==> src/rtl/lcd_ctrl_pkg.sv <==
// Shared definitions for LCD_CTRL and its command feeder: command codes,
// default geometry and the feeder FSM state encoding.
package lcd_ctrl_pkg;

  localparam int IMAGE_N_DEF = 108;
  localparam int CMD_N_DEF   = 22;
  localparam int DW_DEF      = 8;
  localparam int CW_DEF      = 3;

  localparam logic [2:0] CMD_LOAD     = 3'd0;
  localparam logic [2:0] CMD_ZOOM_IN  = 3'd1;
  localparam logic [2:0] CMD_ZOOM_FIT = 3'd2;
  localparam logic [2:0] CMD_SHIFT_R  = 3'd3;
  localparam logic [2:0] CMD_SHIFT_L  = 3'd4;
  localparam logic [2:0] CMD_SHIFT_U  = 3'd5;
  localparam logic [2:0] CMD_SHIFT_D  = 3'd6;

  typedef enum logic [2:0] {
    ST_IDLE,
    ST_FETCH,
    ST_WAIT,
    ST_ISSUE,
    ST_LOAD,
    ST_HOLD,
    ST_DONE
  } state_t;

  // Address width that never collapses to zero bits for single-entry ROMs.
  function automatic int addr_w(input int n);
    return (n > 1) ? $clog2(n) : 1;
  endfunction

endpackage

==> src/rtl/lcd_cmd_feeder.sv <==
// Walks a command ROM (and the image ROM for load commands) and feeds
// LCD_CTRL through its cmd/cmd_valid/busy handshake, one run per start pulse.
module lcd_cmd_feeder
  import lcd_ctrl_pkg::*;
#(
  parameter int  IMAGE_N = IMAGE_N_DEF,
  parameter int  CMD_N   = CMD_N_DEF,
  parameter int  DW      = DW_DEF,
  parameter int  CW      = CW_DEF,
  localparam int CAW     = addr_w(CMD_N),
  localparam int IAW     = addr_w(IMAGE_N),
  localparam int CNW     = addr_w(CMD_N + 1)
) (
  input  logic           clk,
  input  logic           reset,
  input  logic           start,
  output logic [CAW-1:0] cmd_rom_addr,
  input  logic [CW-1:0]  cmd_rom_data,
  output logic [IAW-1:0] img_rom_addr,
  input  logic [DW-1:0]  img_rom_data,
  output logic [CW-1:0]  cmd,
  output logic           cmd_valid,
  output logic [DW-1:0]  datain,
  input  logic           busy,
  output logic           running,
  output logic           done,
  output logic [CNW-1:0] cmd_count
);

  state_t         state;
  logic [CNW-1:0] idx;
  logic [IAW-1:0] pix;
  logic [CW-1:0]  cmd_q;
  logic           wait_first;

  logic [CNW-1:0] idx_inc;
  logic           pix_last;
  logic [CW-1:0]  cmd_cur;

  assign idx_inc  = idx + CNW'(1);
  assign pix_last = (pix == IAW'(IMAGE_N - 1));
  // ROM data is only valid on the first WAIT cycle; later cycles use the latch.
  assign cmd_cur  = wait_first ? cmd_rom_data : cmd_q;

  // idx is stable from HOLD through WAIT, so the command ROM address is idx.
  assign cmd_rom_addr = idx[CAW-1:0];

  // Image address runs one ahead of the displayed pixel so the registered
  // ROM delivers each pixel exactly in its LOAD beat.
  always_comb begin
    img_rom_addr = '0;
    datain       = '0;
    if (state == ST_LOAD) begin
      img_rom_addr = pix_last ? pix : pix + IAW'(1);
      datain       = img_rom_data;
    end
  end

  // Run sequencer: fetch, wait for LCD_CTRL idle, issue, optional pixel burst.
  always_ff @(posedge clk or posedge reset) begin
    if (reset) begin
      state      <= ST_IDLE;
      idx        <= '0;
      pix        <= '0;
      cmd_q      <= '0;
      wait_first <= 1'b0;
      cmd        <= '0;
      cmd_valid  <= 1'b0;
      running    <= 1'b0;
      done       <= 1'b0;
      cmd_count  <= '0;
    end else begin
      cmd       <= '0;
      cmd_valid <= 1'b0;
      done      <= 1'b0;
      case (state)
        ST_IDLE: begin
          if (start) begin
            state     <= ST_FETCH;
            idx       <= '0;
            running   <= 1'b1;
            cmd_count <= '0;
          end
        end
        ST_FETCH: begin
          state      <= ST_WAIT;
          wait_first <= 1'b1;
        end
        ST_WAIT: begin
          wait_first <= 1'b0;
          if (wait_first) cmd_q <= cmd_rom_data;
          if (!busy) begin
            state     <= ST_ISSUE;
            cmd       <= cmd_cur;
            cmd_valid <= 1'b1;
            cmd_count <= cmd_count + CNW'(1);
          end
        end
        ST_ISSUE: begin
          pix   <= '0;
          state <= (cmd == CW'(CMD_LOAD)) ? ST_LOAD : ST_HOLD;
        end
        ST_LOAD: begin
          // busy is deliberately ignored: LCD_CTRL accepts the burst blindly.
          if (pix_last) state <= ST_HOLD;
          else          pix   <= pix + IAW'(1);
        end
        ST_HOLD: begin
          // One spare cycle lets LCD_CTRL raise busy before the next fetch.
          idx   <= idx_inc;
          state <= (idx_inc == CNW'(CMD_N)) ? ST_DONE : ST_FETCH;
        end
        ST_DONE: begin
          if (!busy) begin
            done    <= 1'b1;
            running <= 1'b0;
            state   <= ST_IDLE;
          end
        end
        default: state <= ST_IDLE;
      endcase
    end
  end

endmodule

==> config.mk <==
export PLATFORM = sky130hd
export DESIGN_NAME = lcd_cmd_feeder
export DESIGN_NICKNAME = d
export VERILOG_FILES = /design/src/rtl/lcd_ctrl_pkg.sv /design/src/rtl/lcd_cmd_feeder.sv
export SDC_FILE = /design/constraint.sdc
export NUM_CORES = 1
export LEC_CHECK = 0
export CAP_MARGIN = 20
export CORE_UTILIZATION = 40
export DETAILED_ROUTE_END_ITERATION = 8
export PLACE_DENSITY = 0.78
export SETUP_SLACK_MARGIN = 0.1
export SYNTH_ARGS = -nofsm -noshare
export SYNTH_HDL_FRONTEND = slang
export SYNTH_SLANG_ARGS = --single-unit
==> constraint.sdc <==
create_clock -name clk -period 2.2 [get_ports clk]
set_input_delay 0.66 -clock clk [delete_from_list [all_inputs] [get_ports clk]]
set_output_delay 0.66 -clock clk [all_outputs]
set_load 0.05 [all_outputs]
# Yosys cells after proc, flatten, opt, wreduce, memory -nomap -nowiden
# Cells that the tools add are included.
dict set report word_totals {
  ff_bits 30
  latchBits 0
  ram_bits 0
  rom_bits 0
  elab_cells 61
  mem_count 0
}
dict set report classes {
  n_addsub 3
  n_mul 0
  div_mod_pow 0
  magnitude_cmp 0
  n_eq_ne 12
  shifts 0
  muxes 25
  bitwise_logic 0
  reduce_logical 11
}
# op count
set ops {}
lappend ops {{$mux 3} 8}
lappend ops {{$pmux 3 s7} 1}
lappend ops {{$pmux 5 s2} 2}
lappend ops {{$mux 7} 2}
lappend ops {{$pmux 7 s2} 1}
lappend ops {{$add 5x1->5 const B} 2}
lappend ops {{$mux 5} 2}
lappend ops {{$reduce_bool 2->1} 5}
lappend ops {{$eq 3x3->1 const B} 3}
lappend ops {{$mux 8} 1}
lappend ops {{$ne 2x2->1 const B} 4}
lappend ops {{$add 7x1->7 const B} 1}
lappend ops {{$eq 7x7->1 const B} 1}
lappend ops {{$eq 3x2->1 const B} 2}
lappend ops {{$logic_not 3->1} 2}
lappend ops {{$mux 1} 6}
lappend ops {{$reduce_and 3->1} 2}
lappend ops {{$eq 5x5->1 const B} 1}
lappend ops {{$pmux 1 s2} 2}
lappend ops {{$reduce_and 4->1} 1}
lappend ops {{$eq 3x1->1 const B} 1}
lappend ops {{$reduce_and 2->1} 1}

# Depth between registers and ports, before layout
dict set report logic_depth {
  ltp_word 4
  ltp_mapped 7
  depth_no_buf 7
}

# Least setup slack after synthesis
# OpenSTA, ideal clock, no wires.
dict set report synth_path {
  kind {register to output}
  startpoint {reg pix[0]}
  endpoint {out img_rom_addr[1]}
  arrival_ns 2.122
  slack_ns -0.582
  stages_incl_launch_ff 7
  n_path_buf 1
  path_cell_list {dfrtp_1 -> ha_1 -> nand2b_4 -> or4b_1 -> buf_2 -> mux2i_1 -> nor2_1}
}
dict set report synth_via {
  elab_chain_len 3
}
# item line_no
set synth_rtl {}
lappend synth_rtl {{start, declared} lcd_cmd_feeder.sv:32} ;# logic [IAW-1:0] pix;
lappend synth_rtl {{start signal, assigned} lcd_cmd_feeder.sv:106} ;# else pix <= pix + IAW'(1);
lappend synth_rtl {{$add 7x1->7 or $eq 7x7->1 (tied branches)} {lcd_cmd_feeder.sv:54, lcd_cmd_feeder.sv:41}}
lappend synth_rtl {{$mux 7 *} -}
lappend synth_rtl {{$mux 7 *} lcd_cmd_feeder.sv:53} ;# if (state == ST_LOAD) begin
lappend synth_rtl {{end, declared} lcd_cmd_feeder.sv:19} ;# output logic [IAW-1:0] img_rom_addr,
# Mark *: on every way between the ends. The rest lies on a longest branch, timed or not.

# Final worst setup path
dict set report layout_path {
  startpoint {reg pix[1]}
  endpoint {out img_rom_addr[1]}
}
# The elaborated chain is that of the path after synthesis.

==> run_results.csv <==
group,metric,value,unit
final_layout,num-nets-final,263,
routing,vias_per_cell,5.19,
critical_path,cp_cell_sequence,"ha_4 -> nand2b_4 -> or4b_4 -> mux2i_4 -> nor2_4 -> buf_12",
power_and_ir_drop,vdd_ir_drop_max,0.000428,V
sta,final-setup-viol-count,7,
run_status,violations,"negative setup slack",
synth,yosys_register_bits,30,
floorplanning,row_count,22,
clock_network,clk_latency,0.28,ns
floorplanning,die_h,65.3,µm
routing,wire_per_inst,14.6,µm
clock_network,root_buffer,"clkbuf_8",
run_status,outcome,"complete, but fails checks",
critical_path,startpoint_type,"flop",
clock_network,ctsLongestPathBuffers,2,
synth,avgSynthCellArea,9.66,µm²
sta,rsz0062_at_grt,"yes",
critical_path,end_kind,"output port",
sta,max_slew_margin,61.9,%
power_and_ir_drop,p_clk_share,50.6,%
power_and_ir_drop,p_sw,0.000267,W
place,gp_congestion,0.771,
final_layout,postLayoutCellArea,2780,µm²
critical_path,worstPathRequired,1.54,ns
min_path,holdPathEnd,"cmd_q[1]$_DFFE_PP0P_",
global_route,grt_max_degree,31,
floorplanning,start_util,42.8,%
clock_network,htreeDepth,2,
final_layout,utilization,74.3,%
floorplanning,core,3740,µm²
routing,wirelength,4.28,mm
critical_path,path_max_fanout,3,
clock_network,post_cts_hold_buffer_count,0,
min_path,hold_depth,1,
critical_path,path_delay_family,"simple AND/OR/NAND/NOR gates",
sta,period_share,119,%
min_path,hold_start,"cmd_q[1]$_DFFE_PP0P_",
final_layout,drive_gt1_share,40.4,%
synth,synthesis.nets,185,
sta,fin_crit,2.61,ns
place,hpwl,2.73,mm
power_and_ir_drop,intPower,0.00110,W
critical_path,path_class,"flop to output port",
routing,ant_nets,0,
power_and_ir_drop,sequentialPowerShare,40.5,%
place,dpl_cell_area,2450,µm²
final_layout,syn_to_final_growth,73.6,%
floorplanning,die-area,4260,µm²
floorplanning,ios,46,
clock_network,cts_made_buffers,5,
critical_path,r2r_setup_slack,0.23,ns
global_route,grt_overflow,0,
routing,vias,1522,
critical_path,cp.buffers_inverters,1,
global_route,grt_usage,20.7,%
synth,synth-seq-area-share,46.8,%
critical_path,reg2reg_from,"pix[1]$_DFFE_PP0P_",
routing,drc,0,
routing,first_pass_iters,4,
global_route,grt_first_pass_wirelength,6.64,mm
synth,syn_inst,166,
job,max_cap_viol_count,0,
final_layout,nFillCells,254,
power_and_ir_drop,swShare,19.5,%
clock_network,clk_pin_slew,0.06,ns
clock_network,cts_sinks,30,
critical_path,slowest_stage,"or4b_4",
sta,clock_skew,0.00436,ns
routing,drt-initial-drc-count,38,
critical_path,cpPeakStageDelay,0.54,ns
global_route,first_global_vias,1429,
final_layout,n_antenna_cell,0,
sta,tightest_slew,0.569,ns
sta,fmax,383,MHz
sta,hold_viol,0,
clock_network,cts_tree,"yes",
sta,timing.setup.tns,-2.01,ns
synth,ys_types,40,
floorplanning,chipWidth,65.3,µm
sta,finalMaxSlewViolations,0,
power_and_ir_drop,pwr-share-comb,8.9,%
final_layout,fin_cells,293,
power_and_ir_drop,p_leak,1.33,nW
synth,yosys_warnings,0,
place,dpl.cell_count,271,
sta,fin_ws,-0.413,ns
critical_path,reg2reg_depth,7,
critical_path,worstPathArrival,1.95,ns
power_and_ir_drop,power.density,491,nW/µm²
min_path,hold_class,"flop to flop",
global_route,antenna_found_initial,0,
critical_path,reg2reg_to,"state[0]$_DFFE_PP0P_",
synth,netlist_area,1600,µm²
place,io_buffers,45,
## flip-flops by register name (all words and copies together) (netlist names)
| signal | flops |
|---|---|
| done | 1 |
| cmd_valid | 1 |
| cmd_rom_addr | 5 |
| cmd | 3 |
| state | 3 |
| running | 1 |
| cmd_count | 5 |
| cmd_q | 3 |
| pix | 7 |
| wait_first | 1 |
## power by group through the flow
stage / Sequential (W) / Combinational (W) / Clock, W
after floorplan: 0.000567 / 0.0000492 / 0
after CTS: 0.000553 / 0.000121 / 0.000704
after global routing: 0.000553 / 0.000127 / 0.000732
after global placement: 0.000563 / 0.000121 / 0
after detailed placement: 0.000563 / 0.000122 / 0
final: 0.000553 / 0.000121 / 0.000691
## per-layer routing
| metal | global-route usage [%] | vias to the layer above | wire length [µm] |
|---|---|---|---|
| li1 | - | 735 | - |
| met1 | 27.6 | 736 | 1970 |
| met2 | 32.2 | 44 | 2050 |
| met3 | 4.51 | 7 | 196 |
| met4 | 8.97 | 0 | 54 |
| met5 | 0 | - | 0 |
## what timing repair did
action                     CTS  global route
pin swaps                    8            11
resized for setup           19             7
buffers inserted            10             5
gates cloned                 0             1
setup endpoints to repair   20            16
## layout make-up
type                    instances  area (µm²)  share of cell area [%]
flip-flops and latches         30         752                    27.0
multi-input cells             123         968                    34.8
well taps                      48        60.1                    2.16
inverters                       6        22.5                   0.809
repair buffers                 78         837                    30.1
clock inverters                 2        60.1                    2.16
clock buffers                   6        82.6                    2.97
## cells in the mapped netlist
master    number  area share, %
nand4_1        3            1.2
and2_1         9            3.5
nor3b_2        1           0.78
nor4b_2        1           0.94
o21bai_1       1           0.47
a31oi_1        3            1.2
a211oi_1       1           0.47
a221oi_2       1           0.94
clkbuf_1       5            1.2
a22oi_1        1           0.47
buf_2          1           0.31
nand3b_1       1           0.47
or3_1          3            1.2
or4b_1         1           0.62
o211a_1        1           0.62
nand2b_1       2           0.78
o21ai_1        1           0.31
nor3_1         1           0.31
xor2_1         8            4.4
nand3_1        5            1.6
nor2_1        16            3.7
a21o_1         3            1.4
nand2_1       15            3.5
a22o_1         2            1.1
nor2b_1        2           0.78
nor4_1         1           0.39
ha_1           4            3.1
o31ai_1        4            1.9
nor3b_1        1           0.47
buf_1          1           0.23
mux2_2         3            2.1
nand2b_4       1           0.86
or3b_1         1           0.55
o21ai_0       14            4.4
dfrtp_1       30             47
and3b_1        1           0.55
a21oi_1        5            1.6
inv_1          6            1.4
mux2i_1        5            3.1
and3_1         1           0.39
## placed cells by master (no fill, tap or decap), drive strengths merged, types with 2 or more instances in the layout
| master | instances |
|---|---|
| buf | 57 |
| dfrtp | 30 |
| nor2 | 16 |
| clkdlybuf4s50 | 15 |
| o21ai | 15 |
| nand2 | 15 |
| and2 | 9 |
| xor2 | 8 |
| inv | 6 |
| clkbuf | 6 |
| dlygate4sd2 | 5 |
| mux2i | 5 |
| nand3 | 5 |
| a21oi | 5 |
| o31ai | 4 |
| ha | 4 |
| mux2 | 3 |
| a21o | 3 |
| a31oi | 3 |
| nand4 | 3 |
| or3 | 3 |
| nand2b | 3 |
| nor2b | 2 |
| a22o | 2 |
| bufinv | 2 |
| nor3b | 2 |
## logic make-up (layout without fill, tap and decap cells)
group                    after synthesis  after routing  share of synthesized area, %
AO/OA/AOI/OAI                         37             37                          14.8
XOR/XNOR                               8              8                          4.37
adder cells (fa/ha/maj)                4              4                          3.12
buffers and inverters                 13             92                          3.12
flip-flops                            30             30                          46.8
multiplexers                           8              8                          5.23
AND/OR/NAND/NOR                       66             66                          22.6
## worst max-delay path by stage
stage | start | to | slack [ns] | cells after the start
floorplan | pix[1]$_DFFE_PP0P_ | img_rom_addr[1] | -0.19 | 6
global placement | pix[1]$_DFFE_PP0P_ | img_rom_addr[1] | -0.13 | 6
detailed placement | pix[1]$_DFFE_PP0P_ | img_rom_addr[1] | -0.16 | 6
CTS | pix[1]$_DFFE_PP0P_ | img_rom_addr[0] | -0.40 | 6
global route | pix[1]$_DFFE_PP0P_ | img_rom_addr[1] | -0.47 | 6
finish | pix[1]$_DFFE_PP0P_ | img_rom_addr[1] | -0.41 | 6
## stage by stage
| stage | hold WS [ns] | total power [W] | worst slack [ns] |
|---|---|---|---|
| after floorplan | 0.480 | 0.000616 | -0.191 |
| after global placement | 0.489 | 0.000684 | -0.133 |
| after detailed placement | 0.494 | 0.000685 | -0.163 |
| final | 0.506 | 0.00137 | -0.413 |
| after CTS | 0.509 | 0.00138 | -0.399 |
| after global routing | 0.523 | 0.00141 | -0.469 |
(Power assumes the default switching activity.)
==> edit 1 (same flow settings) <==
Register the output `img_rom_addr`; this adds one clock of latency there. The other outputs are not delayed to match.
--- a/src/rtl/lcd_cmd_feeder.sv
+++ b/src/rtl/lcd_cmd_feeder.sv
@@ -29,2 +29,4 @@
 
+  logic [IAW-1:0] img_rom_addr_d;
+
   state_t         state;
@@ -50,6 +52,6 @@
   always_comb begin
-    img_rom_addr = '0;
+    img_rom_addr_d = '0;
     datain       = '0;
     if (state == ST_LOAD) begin
-      img_rom_addr = pix_last ? pix : pix + IAW'(1);
+      img_rom_addr_d = pix_last ? pix : pix + IAW'(1);
       datain       = img_rom_data;
@@ -124,2 +126,10 @@
 
+  always_ff @(posedge clk or posedge reset) begin
+    if (reset) begin
+      img_rom_addr <= '0;
+    end else begin
+      img_rom_addr <= img_rom_addr_d;
+    end
+  end
+
 endmodule
Check against the original RTL: not equivalent (a bounded check fails within 10 cycles, from zero or initial values and one cycle with reset high).
==> edit 1 against the unedited design <==
- synthesized cell count is 3.6% higher
- worst setup slack better by 0.54 ns
- design area is 8.9% lower
- critical path type unchanged
- hold slack worse by 0.033 ns
- sequential cell count is 7 higher
- die area is 11% higher
- global-route usage is 4.1 points lower
- routed wire length is 15% lower
- core utilization is 13 points lower
- area after synthesis is 11% higher
- critical path depth is 5 lower
Power is not compared: it rests on default switching activity, and its combinational part moved more than twofold at a synthesized area within 25%.
==> edit 1: results (changes against the unedited design) <==
The source of the worst register-to-register timing path is state[0]$_DFFE_PP0P_ (was pix[1]$_DFFE_PP0P_). The depth of the worst register-to-register path came out at 4 (was 7). The endpoint of the lowest-slack register-to-register path is cmd_q[1]$_DFFE_PP0P_ (was state[0]$_DFFE_PP0P_).

The maximum number of pins on one net before global-route repair came out at 38 (was 31). The number of filler instances in the final layout came to 364 (was 254). The final-stage net count came to 244 (was 263). The kind of cell adding the most delay to the critical path is buffers and inverters (was simple AND/OR/NAND/NOR gates). The post-synth design cell area came out at 1780 µm² (was 1600 µm²). The global-route wire length before repair came out at 5.73 mm (was 6.64 mm).

The top fanout value on the critical path came out at 1 (was 3). The slowest stage cell on the critical path is clkdlybuf4s50_1 (was or4b_4). The worst hold-check path type was flop to flop (unchanged). Top area cells in the synthesized netlist: dfrtp_1 52%, o21ai_0 3.9%, and2_1 3.9%, nand2_1 3.0%, ha_1 2.8% (was dfrtp_1 47%, o21ai_0 4.4%, xor2_1 4.4%, nor2_1 3.7%, and2_1 3.5%). The routability congestion estimate is 0.801 (was 0.771). The maximum clock skew at final layout came out at 0.00572 ns (was 0.00436 ns). The maximum cell stage delay along the critical path came out at 0.79 ns (was 0.54 ns). The register clock-pin slew on the reported worst setup and hold paths is 0.08 ns (was 0.06 ns). The number of H-tree levels is 2 (unchanged). The number of antenna cells inserted is 0 (unchanged).

The post-synthesis sequential area ratio was 0.520 (was 0.468). The final routed wire length divided by cell count is 13.1 µm (was 14.6 µm). The worst reg-to-reg setup slack is 0.40 ns (was 0.23 ns). Status: finished clean (was complete, but fails checks). The async set-reset flop share out of synthesis is 1.00 (unchanged). The share of cells above drive strength 1 is 0.235 (was 0.404). The number of global-route vias before repair is 1310 (was 1429).

The number of library cell types mapped by synthesis is 42 (was 40). The number of design-rule violations left by the first detailed-router iteration is 50 (was 38). The tightest slew margin relative to the limit is 0.660 (was 0.619).

The timing endpoint of the critical path is img_rom_addr[2] (was img_rom_addr[1]). The critical path data arrival time came to 1.42 ns (was 1.95 ns). The detailed placer's ending HPWL is 2.52 mm (was 2.73 mm). Most numerous cell types in the synthesized netlist: 37 x dfrtp_1, 14 x nand2_1, 14 x o21ai_0, 11 x and2_1, 11 x nor2_1 (was 30 x dfrtp_1, 16 x nor2_1, 15 x nand2_1, 14 x o21ai_0, 9 x and2_1). The net count after synthesis came to 191 (was 185). The global-route usage over all layers came out at 0.166 (was 0.207). The via total after detailed routing came to 1404 (was 1522). The start point of the critical path is img_rom_addr[2]$_DFF_PP0_ (was pix[1]$_DFFE_PP0P_).
## edit 1: area by class of cell
class                   count  area, µm²  share of cell area
flip-flops and latches     37        928               0.366
multi-input cells         124        831               0.328
repair buffers             53        577               0.228
clock buffers               5       68.8              0.0272
well taps                  50       62.6              0.0247
clock inverters             3       46.3              0.0183
inverters                   4       20.0             0.00790
## edit 1: logic make-up (layout without fill, tap and decap cells)
logic type,count (synthesis),count (layout),synth area share
muxes,7,7,0.0415
buffers and inverters,12,65,0.0337
AOI/OAI and AO/OA,33,33,0.109
DFF,37,37,0.520
xor gates and xnor gates,7,7,0.0344
and+or+nand+nor,72,73,0.233
adders and majority gates,4,4,0.0281
## edit 1: worst min-delay path by stage
stage | from | end | slack [ns]
after detailed placement | cmd_count[4]$_DFFE_PP0P_ | cmd_count[4]$_DFFE_PP0P_ | 0.47
after global routing | cmd_count[4]$_DFFE_PP0P_ | cmd_count[4]$_DFFE_PP0P_ | 0.49
after CTS | cmd_count[4]$_DFFE_PP0P_ | cmd_count[4]$_DFFE_PP0P_ | 0.47
final | cmd_count[4]$_DFFE_PP0P_ | cmd_count[4]$_DFFE_PP0P_ | 0.47
after floorplan | pix[6]$_DFFE_PP0P_ | pix[6]$_DFFE_PP0P_ | 0.47
after global placement | cmd_count[4]$_DFFE_PP0P_ | cmd_count[4]$_DFFE_PP0P_ | 0.47
## edit 1: per-stage QoR
stage | setup slack (ns) | instances | instance area, µm² | util | hold WS (ns)
3_5_place_dp | 0.119 | 266 | 2370 | 0.572 | 0.468
2_1_floorplan | 0.214 | 172 | 1790 | - | 0.472
4_1_cts | 0.100 | 275 | 2490 | 0.602 | 0.474
3_3_place_gp | 0.143 | 266 | 2370 | 0.572 | 0.466
5_1_grt | 0.0546 | 276 | 2530 | 0.611 | 0.490
6_report | 0.123 | 276 | 2530 | 0.611 | 0.474
## edit 1: routing by layer
| layer | vias up | share of wire | global-route usage |
|---|---|---|---|
| met1 | 666 | 0.46 | 0.218 |
| met4 | 0 | 0.015 | 0.0714 |
| met2 | 23 | 0.49 | 0.256 |
| li1 | 708 | - | - |
| met3 | 7 | 0.028 | 0.0461 |
| met5 | - | 0 | 0 |
## edit 1: repair_timing
item,CTS,global route
endpoints found under the hold margin,0,0
pin swaps,1,2
setup buffers,1,0
endpoints found under the setup margin,13,15
cloned,0,1
resized for setup,6,11
## edit 1: power by group through the flow
stage               sequential, µW  clock (µW)  combinational, µW
floorplan                     1210           0                592
CTS                            975         605               1220
detailed placement             981           0               1220
finish                         997         588               1220
global placement               974           0               1200
global route                  1020         633               1330
==> edit 2 (same settings) <==
Without the edit above. Change the package constant `DW_DEF` from 8 to 12.
--- a/src/rtl/lcd_ctrl_pkg.sv
+++ b/src/rtl/lcd_ctrl_pkg.sv
@@ -6,3 +6,3 @@
   localparam int CMD_N_DEF   = 22;
-  localparam int DW_DEF      = 8;
+  localparam int DW_DEF      = 12;
   localparam int CW_DEF      = 3;
Interface: changed (resized datain and img_rom_data); port bits go from 46 to 54. No check against the original RTL was run, so the function may have changed too.
==> edit 2 against the unedited design <==
- the run still ends with negative setup slack left
- highest routed layer unchanged
- routed wire length is 8.6% higher
- design area is 2.6% higher
- area after synthesis is 1.4% higher
- sequential cell count stayed put
- critical path type unchanged
- total power is 17% lower
- worst setup slack worse by 0.028 ns
- clock skew is 0.00086 ns higher
- first-iteration DRC count is 55% higher
==> edit 2: results (changes against the unedited design) <==
Status: complete, but fails checks (unchanged). Violated checks: negative setup slack (unchanged). Top area cells in the synthesized netlist: dfrtp_1 46%, and2_1 5.0%, o21ai_0 4.3%, xor2_1 4.3%, nor2_1 3.9% (was dfrtp_1 47%, o21ai_0 4.4%, xor2_1 4.4%, nor2_1 3.7%, and2_1 3.5%). Most numerous cell types in the synthesized netlist: 30 x dfrtp_1, 17 x nor2_1, 14 x nand2_1, 14 x o21ai_0, 13 x and2_1 (was 30 x dfrtp_1, 16 x nor2_1, 15 x nand2_1, 14 x o21ai_0, 9 x and2_1).

The sum of negative setup slack is -2.15 ns (was -2.01 ns). The final setup violation count was 14 (was 7). The global-route wire length before repair was 7.13 mm (was 6.64 mm). The routed wire length was 4.64 mm (was 4.28 mm). The detailed placer's ending HPWL came out at 2.87 mm (was 2.73 mm). The compound-gate portion of the synthesized area is 0.141 (was 0.148). The net count after synthesis came out at 192 (was 185).

The number of CTS-inserted buffers came out at 5 (unchanged). The number of filler instances in the final layout is 253 (was 254). The critical path data arrival time came out at 1.98 ns (was 1.95 ns). The XOR/XNOR share of the synthesized area is 0.0431 (was 0.0437). The count of port buffers added during placement is 53 (was 45). The arithmetic-cell share of the synthesized area counting full adders, half adders and majority gates was 0.0308 (was 0.0312).

The number of library cell types mapped by synthesis came out at 39 (was 40). The number of design-rule violations left by the first detailed-router iteration is 59 (was 38). The worst ir drop on vdd came out at 0.309 mV (was 0.428 mV). The share of cells above drive strength 1 is 0.403 (was 0.404).

The transition time at the pin with the least slew margin came out at 0.532 ns (was 0.569 ns). The post-synthesis sequential area ratio came to 0.462 (was 0.468). The multiplexer fraction of the synthesized cell area came out at 0.0516 (was 0.0523). The final-stage net count came out at 276 (was 263).

The global-route usage over all layers was 0.226 (was 0.207). The minimum setup slack in the final design is -0.440 ns (was -0.413 ns). The routability congestion estimate came out at 0.767 (was 0.771). The via total after detailed routing was 1525 (was 1522). The static power due to leakage came out at 0.00137 µW (was 0.00133 µW).

The worst setup slack before clock tree synthesis came to -0.210 ns (was -0.163 ns). The top fanout value on the critical path came out at 4 (was 3). The slowest stage cell on the critical path was or4b_4 (unchanged).
## edit 2: cell count changes in the layout (fill, tap and decap cells not counted), sizes merged, moves of 2 or more
cell / change
dlygate4sd2: -2
and2: +4
buf: +3
clkdlybuf4s50: +4
bufinv: -2
## edit 2: area by class of cell
| class | instances | area, µm² | share of cell area |
|---|---|---|---|
| Multi-Input combinational cell | 127 | 996 | 0.349 |
| Timing Repair Buffer | 84 | 952 | 0.334 |
| Sequential cell | 30 | 751 | 0.263 |
| Clock buffer | 7 | 76.3 | 0.0267 |
| Tap cell | 48 | 60.1 | 0.0210 |
| Inverter | 5 | 18.8 | 0.00658 |
## edit 2: cells by family after synthesis
| group | count (synthesis) |
|---|---|
| compound gates | 36 |
| simple gates | 71 |
| flops | 30 |
| xor+xnor | 8 |
| mux | 8 |
| buf+inv | 12 |
| fa+ha+maj | 4 |
## edit 2: final timing paths
| check | endpoint | cells after the start | slack [ns] | start |
|---|---|---|---|---|
| max | img_rom_addr[1] | 6 | -0.44 | pix[0]$_DFFE_PP0P_ |
| min | running$_DFFE_PP0P_ | 2 | 0.49 | running$_DFFE_PP0P_ |
| max reg2reg | pix[2]$_DFFE_PP0P_ | 8 | 0.26 | state[2]$_DFFE_PP0P_ |
| min reg2reg | running$_DFFE_PP0P_ | 2 | 0.49 | running$_DFFE_PP0P_ |
| max in group asynchronous | cmd_q[0]$_DFFE_PP0P_ | 3 | 1.16 | reset |
| min in group asynchronous | pix[4]$_DFFE_PP0P_ | 3 | 0.75 | reset |
## edit 2: report_power, final
part	internal (µW)	switching (µW)
logic	89.6	76.1
registers	553	0.341
clock network	217	197
## edit 2: critical path: cells and delay by family (launching register included)
family                     cells  cell delay (ns)
buffers and inverters          1             0.14
muxes                          1             0.24
and+or+nand+nor                3             0.74
adders and majority gates      1             0.17
DFF                            1             0.40
## edit 2: per-layer routing
metal / vias to the layer above / GRT usage / share of wire
met3: 9 / 0.0521 / 0.032
met2: 35 / 0.372 / 0.53
met1: 723 / 0.280 / 0.42
met4: 0 / 0.0978 / 0.021
met5: - / 0 / 0
li1: 758 / - / -
## edit 2: timing repair
item / in CTS / in global routing
hold endpoints to repair: 0 / 0
gates resized for setup: 32 / 5
pin swaps: 17 / 2
gates cloned: 1 / 0
endpoints found under the setup margin: 22 / 21
buffers inserted: 10 / 2
## edit 2: through the flow
| step | util | instances | area (µm²) |
|---|---|---|---|
| after CTS | 0.750 | 300 | 2830 |
| after floorplan | - | 169 | 1720 |
| after detailed placement | 0.684 | 282 | 2580 |
| after global placement | 0.684 | 282 | 2580 |
| final | 0.757 | 301 | 2850 |
| after global routing | 0.757 | 301 | 2850 |
